**src/rtl/rx_measure_if.sv**
```systemverilog
// rx_measure_if: XGMII receive bus plus the shared transmit timestamp.
// master drives the bus, slave is the measurement block.
interface rx_measure_if;
  logic [63:0] xgmii_rxd;
  logic [7:0]  xgmii_rxc;
  logic [31:0] global_counter;

  modport master (
    output xgmii_rxd,
    output xgmii_rxc,
    output global_counter
  );

  modport slave (
    input xgmii_rxd,
    input xgmii_rxc,
    input global_counter
  );
endinterface

```
**src/rtl/rx_measure.sv**
```systemverilog
// rx_measure: XGMII probe-frame receiver reporting frames, bytes, latency.
// Define RX_LATENCY_MAX_EN to report the per-window maximum latency.
module rx_measure #(
  parameter logic [39:0] MAGIC_CODE = 40'h55_AA_2D_96_C3,
  parameter int unsigned SEC_COUNT  = 156250000
) (
  input  logic        sys_clk,
  input  logic        sys_rst_n,
  rx_measure_if.slave xgmii,
  output logic [31:0] rx_pps,
  output logic [31:0] rx_throughput,
  output logic [23:0] rx_latency,
  output logic [31:0] rx_ipv4_ip
);

  typedef enum logic [1:0] {IDLE, HDR, BODY} state_t;

  state_t state, nstate;

  logic [7:0][7:0] lane;
  logic [7:0]      rxc;
  logic [23:0]     gc;

  assign lane = xgmii.xgmii_rxd;
  assign rxc  = xgmii.xgmii_rxc;
  assign gc   = xgmii.global_counter[23:0];

  logic [31:0] win;
  logic        tick;

  assign tick = (win == 32'd0);

  always_ff @(posedge sys_clk or negedge sys_rst_n) begin
    if (!sys_rst_n) begin
      win <= 32'(SEC_COUNT - 1);
    end else if (tick) begin
      win <= 32'(SEC_COUNT - 1);
    end else begin
      win <= win - 32'd1;
    end
  end

  logic       start;
  logic [7:0] is07;
  logic       term_ok;
  logic [2:0] term_k;

  always_comb begin
    start = (rxc == 8'h01) && (lane[0] == 8'hFB);
    is07  = '0;
    for (int k = 0; k < 8; k++) begin
      is07[k] = (lane[k] == 8'h07);
    end
  end

  // clean terminate: data below lane k, FD in lane k, only idles above
  always_comb begin
    term_ok = 1'b0;
    term_k  = '0;
    for (int k = 0; k < 8; k++) begin
      if (!term_ok && rxc == 8'(8'hFF << k) && lane[k] == 8'hFD &&
          (~is07 & 8'(8'hFE << k)) == 8'h00) begin
        term_ok = 1'b1;
        term_k  = 3'(k);
      end
    end
  end

  logic [11:0] widx;
  logic        match;
  logic [31:0] cap_ip;
  logic [23:0] cap_lat;
  logic        commit;
  logic [13:0] fbytes;

  assign fbytes = {11'(widx - 12'd1), 3'b000} + {11'd0, term_k};

  always_ff @(posedge sys_clk or negedge sys_rst_n) begin
    if (!sys_rst_n) begin
      state <= IDLE;
    end else begin
      state <= nstate;
    end
  end

  always_comb begin
    nstate = state;
    commit = 1'b0;
    unique case (state)
      IDLE: begin
        if (start) nstate = HDR;
      end
      HDR: begin
        if (start)              nstate = HDR;
        else if (rxc != 8'h00)  nstate = IDLE;
        else if (widx == 12'd7) nstate = BODY;
      end
      BODY: begin
        if (start) begin
          nstate = HDR;
        end else if (rxc != 8'h00) begin
          nstate = IDLE;
          commit = term_ok && match;
        end else if (widx == 12'd2048) begin
          nstate = IDLE;
        end
      end
      default: nstate = IDLE;
    endcase
  end

  always_ff @(posedge sys_clk or negedge sys_rst_n) begin
    if (!sys_rst_n) begin
      widx    <= '0;
      match   <= 1'b0;
      cap_ip  <= '0;
      cap_lat <= '0;
    end else if (start) begin
      widx  <= 12'd1;
      match <= 1'b1;
    end else if (state != IDLE && rxc == 8'h00) begin
      widx <= widx + 12'd1;
      if (state == HDR) begin
        unique case (1'b1)
          (widx == 12'd2): begin
            if (lane[4] != 8'h08 || lane[5] != 8'h00 ||
                lane[6] != 8'h45)
              match <= 1'b0;
          end
          (widx == 12'd3): begin
            if (lane[7] != 8'h11) match <= 1'b0;
          end
          (widx == 12'd4): begin
            cap_ip[31:16] <= {lane[6], lane[7]};
          end
          (widx == 12'd5): begin
            cap_ip[15:0] <= {lane[0], lane[1]};
            if ({lane[2], lane[3], lane[4], lane[5]} != 32'h0D5E_0D5E)
              match <= 1'b0;
          end
          (widx == 12'd6): begin
            if ({lane[2], lane[3], lane[4], lane[5], lane[6]} != MAGIC_CODE)
              match <= 1'b0;
          end
          (widx == 12'd7): begin
            cap_lat <= gc - {lane[0], lane[1], lane[2]};
          end
          default: ;
        endcase
      end
    end
  end

  logic [31:0] pps_cnt;
  logic [31:0] byte_cnt;
  logic [31:0] pps_inc;
  logic [32:0] byte_sum;
  logic [31:0] byte_inc;

  assign pps_inc  = (pps_cnt == 32'hFFFF_FFFF) ? pps_cnt : pps_cnt + 32'd1;
  assign byte_sum = {1'b0, byte_cnt} + {19'd0, fbytes};
  assign byte_inc = byte_sum[32] ? 32'hFFFF_FFFF : byte_sum[31:0];

  always_ff @(posedge sys_clk or negedge sys_rst_n) begin
    if (!sys_rst_n) begin
      pps_cnt       <= '0;
      byte_cnt      <= '0;
      rx_pps        <= '0;
      rx_throughput <= '0;
      rx_ipv4_ip    <= '0;
    end else begin
      if (tick) begin
        rx_pps        <= pps_cnt;
        rx_throughput <= byte_cnt;
        pps_cnt       <= commit ? 32'd1 : 32'd0;
        byte_cnt      <= commit ? {18'd0, fbytes} : 32'd0;
      end else if (commit) begin
        pps_cnt  <= pps_inc;
        byte_cnt <= byte_inc;
      end
      if (commit) rx_ipv4_ip <= cap_ip;
    end
  end

`ifdef RX_LATENCY_MAX_EN
  logic [23:0] lat_max;

  always_ff @(posedge sys_clk or negedge sys_rst_n) begin
    if (!sys_rst_n) begin
      lat_max    <= '0;
      rx_latency <= '0;
    end else if (tick) begin
      rx_latency <= lat_max;
      lat_max    <= commit ? cap_lat : 24'd0;
    end else if (commit && cap_lat > lat_max) begin
      lat_max <= cap_lat;
    end
  end
`else
  always_ff @(posedge sys_clk or negedge sys_rst_n) begin
    if (!sys_rst_n) begin
      rx_latency <= '0;
    end else if (commit) begin
      rx_latency <= cap_lat;
    end
  end
`endif

endmodule
```
**src/flat_wrapper.sv**
```systemverilog
// flat-port wrapper written by rule: the top's interface ports become plain ports
module rx_measure_flat 
#(
  parameter logic [39:0] MAGIC_CODE = 40'h55_AA_2D_96_C3,
  parameter int unsigned SEC_COUNT  = 156250000
)
  (sys_clk, sys_rst_n, rx_pps, rx_throughput, rx_latency, rx_ipv4_ip, xgmii_xgmii_rxd, xgmii_xgmii_rxc, xgmii_global_counter);
  rx_measure_if xgmii_i ();
  input  logic sys_clk;
  input  logic sys_rst_n;
  output logic [31:0] rx_pps;
  output logic [31:0] rx_throughput;
  output logic [23:0] rx_latency;
  output logic [31:0] rx_ipv4_ip;
  input wire logic [$bits(xgmii_i.xgmii_rxd)-1:0] xgmii_xgmii_rxd;
  input wire logic [$bits(xgmii_i.xgmii_rxc)-1:0] xgmii_xgmii_rxc;
  input wire logic [$bits(xgmii_i.global_counter)-1:0] xgmii_global_counter;
  assign xgmii_i.xgmii_rxd = xgmii_xgmii_rxd;
  assign xgmii_i.xgmii_rxc = xgmii_xgmii_rxc;
  assign xgmii_i.global_counter = xgmii_global_counter;
  rx_measure #(.MAGIC_CODE(MAGIC_CODE), .SEC_COUNT(SEC_COUNT)) u_core (.sys_clk(sys_clk), .sys_rst_n(sys_rst_n), .xgmii(xgmii_i), .rx_pps(rx_pps), .rx_throughput(rx_throughput), .rx_latency(rx_latency), .rx_ipv4_ip(rx_ipv4_ip));
endmodule
```
**config.mk**
```make
export PLATFORM = sky130hd
export DESIGN_NAME = rx_measure_flat
export DESIGN_NICKNAME = d
export VERILOG_FILES = /design/src/rtl/rx_measure_if.sv /design/src/rtl/rx_measure.sv /design/src/flat_wrapper.sv
export SDC_FILE = /design/constraint.sdc
export NUM_CORES = 1
export LEC_CHECK = 0
export BUFFER_PORTS_ARGS = -buffer_cell sky130_fd_sc_hd__buf_2
export CAP_MARGIN = 40
export CORE_MARGIN = 4
export CORE_UTILIZATION = 40
export DETAILED_ROUTE_END_ITERATION = 10
export PLACE_DENSITY_LB_ADDON = 0.15
export SYNTH_ARGS = -nofsm -noshare
export SYNTH_HDL_FRONTEND = slang
export SYNTH_SLANG_ARGS = --single-unit
```
**constraint.sdc**
```tcl
create_clock -name sys_clk -period 4.7 [get_ports sys_clk]
set_clock_uncertainty 0.2 [all_clocks]
set_input_delay 0.94 -clock sys_clk [delete_from_list [all_inputs] [get_ports sys_clk]]
set_output_delay 0.94 -clock sys_clk [all_outputs]
set_load 0.01 [all_outputs]
```
==> flow_summary_export.csv, run 1 <==
group,metric,value,unit
placement,port_buffers,217,
global_routing,grt_first_pass_wirelength,68340,µm
cells_and_area,multi_input_area,0.007596,mm²
route,dr_total_vias,13020,
clock_network,holdBufCountCts,0,
worst_setup_path,crit_path_start_kind,"input pin",
yosys,syn_area_per_cell,8.955,µm²
yosys,yosys_warnings,0,
min_path,hold_start,"u_core.rx_ipv4_ip[17]",
pwr,leakagePower,9.255,nW
die,num_io_pins,226,
yosys,ys_seq_area_share,47.88,%
cells_and_area,stdcell_area,0.01850,mm²
clock_network,cts_tree,"yes",
worst_setup_path,critPathMaxStageDelay,0.56,ns
sta,layout_worst_path_cycle_share,98.66,%
clock_network,cts-root-buf,"clkbuf_16",
worst_setup_path,startpoint,"xgmii_xgmii_rxd[59]",
route,viasPerCell,5.255,
route,dr.pass1.iters,5,
placement,hpwl,30650,µm
cells_and_area,drive_gt1_share,23.34,%
die,die_height,201.9,µm
sta,setup_viol,0,
yosys,synth-async-reset-ratio,100.0,%
cells_and_area,final_common_cell,"nand2_1",
yosys,syn_area,0.01504,mm²
yosys,synth-edff-count,0,
sta,rsz0062_at_grt,"true",
sta,finalHoldViolations,0,
sta,min_period,4.637,ns
worst_setup_path,cp.required,4.94,ns
sta,finalMaxSlewViolations,0,
outcome,status,"finished clean",
sta,whs,0.2640,ns
route,routedWlPerCell,16.87,µm
yosys,synth-seq-cells,287,
yosys,yosysUniqueCellTypes,78,
route,drt_wl_total,41810,µm
worst_setup_path,path_max_fanout,4,
sta,fin_tns_setup,0,ns
min_path,hp-class,"reg -> reg",
global_routing,grt.overflow.total,0,
route,drc,0,
sta,fmax,215.6,MHz
worst_setup_path,worstSetupEndpointType,"register",
cells_and_area,regArea,0.007199,mm²
worst_setup_path,timing.rr.start,"u_core.widx[6]",
die,initial_core_util,40.78,%
yosys,syn-instance-count,1679,
global_routing,grt_max_degree,118,
pwr,pwr_density_cell,292.5,mW/mm²
route,postRouteAntennaNets,0,
global_routing,grt_usage,20.20,%
clock_network,worstSkewPairLatency,0.52,ns
yosys,synth_flop_cell,"dfrtp_1",
placement,place.gp.congestion,0.8471,
clock_network,clock_path_buffers,3,
cells_and_area,nets,2098,
die,die-area,0.04076,mm²
clock_network,cts.sinks,287,
clock_network,clkTransAtPathRegs,0.06,ns
cells_and_area,syn_to_final_growth,23.02,%
pwr,ir_worst_vdd,0.2767,mV
flow_run,cap_violations,0,
clock_network,htreeDepth,2,
sta,tightest_slew,0.9003,ns
die,row_count,70,
sta,relSlewSlack,39.98,%
worst_setup_path,path_cells,"buf_6, or4_4, or4b_4, or3_4, o31a_4, fa_2, nor2b_4, o31ai_4, a21oi_2, a211oi_4, o21ai_2, buf_4, buf_6, nand3_2, or3_4, a21oi_2",
global_routing,grt_pass1_vias,12990,
worst_setup_path,crit_type,"in -> reg",
yosys,synthesis.nets,1831,
cells_and_area,n_fill_cell,3568,
global_routing,antenna_found_initial,7,
die,core-area,0.03687,mm²
cells_and_area,mostFrequentLayoutCells,"441 x nand2_1, 273 x dfrtp_1, 216 x buf_2",
worst_setup_path,cp.arrival,4.88,ns
clock_network,cts_buffers,35,
route,drt_iter0_drc,648,
placement,placed_cell_area,0.01725,mm²
die,die_x,201.9,µm
worst_setup_path,cp_slowest_cell,"or4b_4",
-- per-stage QoR --
stage | power (mW) | utilization (%) | setup WS, ns | std cells
floorplan | 2.659 | - | -0.1785 | 1679
global route | 5.642 | 50.16 | -0.01110 | 2477
finish | 5.411 | 50.16 | 0.06284 | 2478
detailed placement | 2.831 | 46.79 | -0.5795 | 2408
CTS | 5.501 | 49.86 | 0.01847 | 2471
global placement | 2.826 | 46.77 | -0.4793 | 2407
-- registers in the layout, indices dropped and copies added (netlist names) --
signal                flops
u_core.pps_cnt           32
u_core.state              2
u_core.rx_pps            32
u_core.rx_ipv4_ip        32
u_core.win               32
u_core.byte_cnt          32
u_core.widx              12
u_core.cap_ip            32
u_core.cap_lat           24
u_core.match              1
u_core.rx_throughput     32
u_core.rx_latency        24
-- synth_stat cells (15+ instances only) --
master / count / area [µm²]
nand2_1: 443 / 1663
dfrtp_1: 273 / 6832
nor2_1: 120 / 450.4
o21ai_0: 69 / 345.3
nand3_1: 53 / 265.3
nor3_1: 53 / 265.3
a21oi_1: 52 / 260.3
inv_1: 51 / 191.4
ha_1: 44 / 550.5
xnor2_1: 42 / 367.9
clkbuf_1: 41 / 153.9
xor2_1: 39 / 341.6
mux2_2: 34 / 382.9
nor4_1: 30 / 187.7
or3_1: 26 / 162.7
nand4_1: 25 / 156.4
and3_1: 22 / 137.6
o21a_1: 19 / 142.6
and2_1: 15 / 93.84
-- what timing repair did --
| action | 4_1_cts | 5_1_grt |
|---|---|---|
| resized for setup | 1 | 16 |
| buffers inserted | 1 | 4 |
| endpoints found under the hold margin | 0 | 0 |
| setup endpoints to repair | 1 | 30 |
| pin swaps | 1 | 7 |
| cloned | 0 | 0 |
-- worst max-delay path, delay by kind of cell --
kind,cells,cell delay [ns]
simple gates,6,2.08
compound gates,6,1.13
fa+ha+maj,1,0.39
buf+inv,3,0.32
-- report_power, final --
| part | switching [mW] | leakage, nW | internal, mW |
|---|---|---|---|
| clock | 1.06 | 0.535 | 1.57 |
| sequential | 0.0000989 | 3.93 | 2.47 |
| combinational | 0.192 | 4.79 | 0.120 |
-- cell families after synthesis --
kind of cell,after synthesis,share of synthesized area (%)
mux,40,2.946
simple gates,869,26.77
fa+ha+maj,46,3.928
buf+inv,116,3.162
compound gates,240,10.59
xor+xnor,81,4.718
flops,287,47.88
-- metal layers --
metal,share of wire [%],global-route usage [%]
met5,0.088,0
met4,2.1,4.834
met3,7.5,6.385
met2,45,31.86
met1,45,27.35
-- worst paths after layout --
check | endpoint | slack [ns] | cells past startpoint
setup / recovery | u_core.byte_cnt[24] | 0.06 | 16
hold / removal | u_core.rx_ipv4_ip[17] | 0.26 | 2
setup reg to reg | u_core.byte_cnt[25] | 0.54 | 12
hold reg to reg | u_core.rx_ipv4_ip[17] | 0.26 | 2
max in group asynchronous | u_core.rx_ipv4_ip[11] | 2.94 | 2
min in group asynchronous | u_core.rx_pps[21] | 0.32 | 1
-- layout make-up --
| class | count | share of cell area, % |
|---|---|---|
| flip-flops and latches | 287 | 38.92 |
| clock inverters | 11 | 0.5479 |
| well taps | 504 | 3.409 |
| repair buffers | 295 | 9.470 |
| clock buffers | 51 | 5.506 |
| diodes | 3 | 0.04059 |
| inverters | 51 | 1.035 |
| multi-input cells | 1276 | 41.07 |
Power figures use the tool's default switching activity.
==> run 2, diff against run 1 <==
- ABC_AREA: unset -> 1
- clock period: 4.7 -> 5.3 ns (I/O delays scaled with it)
==> flow_summary_export.csv, run 2 <==
group,metric,value,unit
route,drt_wl_total,49670,µm
worst_setup_path,worstSetupEndpointType,"register",
die,die_height,212.6,µm
min_path,hold_start,"u_core.win[0]",
global_routing,grtUsageMet2,36.34,%
route,viasPerCell,5.140,
yosys,synth-edff-count,0,
sta,finalHoldViolations,0,
clock_network,cts-root-buf,"clkbuf_16",
worst_setup_path,path_max_fanout,6,
yosys,synth_flop_cell,"dfrtp_1",
route,drc,0,
global_routing,antenna_found_initial,6,
clock_network,cts.sinks,287,
clock_network,htreeDepth,2,
flow_run,cap_violations,0,
sta,fmax,219.4,MHz
cells_and_area,mostFrequentLayoutCells,"609 x nand2_1, 273 x dfrtp_1, 216 x inv_1, 216 x buf_2, 200 x nor2_1",
placement,post-place-ws,0.2357,ns
placement,dp_cells,2908,
worst_setup_path,crit_path_start_kind,"input pin",
worst_setup_path,startpoint,"xgmii_xgmii_rxd[59]",
clock_network,cts_buffers,35,
pwr,ir_worst_vdd,0.1803,mV
yosys,syn_area,0.01675,mm²
worst_setup_path,timing.rr.start,"u_core.widx[0]",
yosys,syn-instance-count,2197,
yosys,yosys-top-cells-area,"dfrtp_1 41%, nand2_1 14%, nand3_1 5.1%",
yosys,ys_seq_area_share,42.98,%
global_routing,grt_pass1_vias,15120,
route,dr_total_vias,15280,
route,postRouteAntennaNets,0,
outcome,status,"finished clean",
placement,hpwl,37150,µm
global_routing,grt_first_pass_wirelength,80000,µm
yosys,synth-async-reset-ratio,100.0,%
clock_network,holdBufCountCts,0,
global_routing,grt_max_degree,122,
route,routedWlPerCell,16.71,µm
sta,min_period,4.558,ns
placement,port_buffers,217,
sta,finalMaxSlewViolations,0,
cells_and_area,instances_no_fill,2972,
cells_and_area,n_fill_cell,4209,
die,row_count,74,
cells_and_area,nets,2565,
die,initial_core_util,40.75,%
pwr,leakagePower,9.792,nW
die,die-area,0.04522,mm²
sta,whs,0.2599,ns
cells_and_area,drive_gt1_share,17.17,%
global_routing,grtUsageMet3,3.586,%
die,core-area,0.04111,mm²
placement,place.gp.congestion,0.8913,
yosys,synthTopCellsByCount,"609 x nand2_1, 273 x dfrtp_1, 216 x inv_1, 200 x nor2_1, 171 x nand3_1",
yosys,synth_most_common_cell,"nand2_1",
clock_network,cts_resized,0,
global_routing,top_usage_layer,"met2",
clock_network,worstSkewPairLatency,0.56,ns
route,dr.pass1.iters,5,
sta,fin_tns_setup,0,ns
global_routing,grt.overflow.total,0,
global_routing,use_met1,29.63,%
yosys,synth-seq-cells,287,
sta,setup_viol,0,
die,die_x,212.6,µm
die,num_io_pins,226,
yosys,yosys.area.top_type,"dfrtp_1",
sta,timing.final.ws_setup,0.7425,ns
worst_setup_path,cp.arrival,4.84,ns
yosys,yosys_warnings,0,
global_routing,grt_usage,22.03,%
route,drt_iter0_drc,963,
sta,layout_worst_path_cycle_share,85.99,%
yosys,synthesis.nets,2349,
yosys,syn_area_per_cell,7.625,µm²
cells_and_area,syn_to_final_growth,16.47,%
yosys,yosysUniqueCellTypes,57,
sta,rsz0062_at_grt,"false",
yosys,synth_top_area_share,40.78,%
sta,tightest_slew,0.9411,ns
clock_network,clkTransAtPathRegs,0.06,ns
worst_setup_path,cp.required,5.58,ns
pwr,pwr_density_cell,256.2,mW/mm²
clock_network,post_cts_buffers,0,
clock_network,clock_path_buffers,3,
clock_network,cts_tree,"yes",
cells_and_area,final_common_cell,"nand2_1",
worst_setup_path,crit_type,"in -> reg",
sta,relSlewSlack,37.26,%
min_path,hp-class,"reg -> reg",
cells_and_area,fin_util,47.46,%
==> run 2: worst max-delay path: stages <==
cell       delay [ns]
buf_2            0.11
nor2_1           0.26
nand2_1          0.16
nor2_4           0.23
nand3_4          0.13
nor3_2           0.19
inv_1            0.06
o2111ai_1        0.34
ha_1             0.27
inv_1            0.06
fa_1             0.41
o21ai_2          0.24
nand3_1          0.09
nand2_1          0.16
nand2_1          0.07
nand2_1          0.10
nand2_1          0.06
nand2_1          0.08
nand2_1          0.08
nor2_1           0.26
nand2_1          0.09
o21ai_0          0.16
o21ai_1          0.07
o21ai_1          0.09
==> run 2: per-stage QoR <==
stage | power [mW] | instance area, µm²
2_1_floorplan | 2.458 | 16750
3_3_place_gp | 2.625 | 18340
3_5_place_dp | 2.629 | 18370
4_1_cts | 5.075 | 19500
5_1_grt | 5.212 | 19510
6_report | 5.000 | 19510
==> run 2: power by group <==
part	leakage, nW	switching [mW]	internal (mW)
Combinational	5.39	0.259	0.121
Sequential	3.86	0.00849	2.20
Clock	0.550	0.983	1.43
Total	9.79	1.25	3.75
==> run 2: kinds of logic after synthesis <==
kind of cell               synth area share (%)
AOI/OAI and AO/OA                         8.530
DFF                                       42.98
muxes                                    0.2689
buffers and inverters                     7.417
xor gates and xnor gates                  3.921
and+or+nand+nor                           33.36
adders and majority gates                 3.525
==> run 2: path summary, 6_finish.rpt <==
path,end,slack (ns),cells past startpoint
hold / removal,u_core.win[0],0.26,1
max in group asynchronous,u_core.rx_throughput[12],3.43,2
hold reg to reg,u_core.win[0],0.26,1
setup reg to reg,u_core.byte_cnt[15],1.48,16
min in group asynchronous,u_core.rx_ipv4_ip[22],0.41,1
setup / recovery,u_core.byte_cnt[26],0.74,24
==> run 2: metal layers <==
metal,vias up,wire length (µm)
met5,-,22
met4,4,1608
met3,96,2534
met2,364,23170
met1,7205,22330
li1,7608,-
==> run 2: cell type report <==
cell class                 instances  area (µm²)  area share (%)
multi-input combinational       1613        8310           42.59
inverter                         239       903.4           4.630
antenna                            5       12.51         0.06413
timing repair buffer             237        1291           6.618
clock buffer                      46       957.2           4.906
sequential                       287        7199           36.90
clock inverter                    13       171.4          0.8785
tap                              532       665.6           3.412
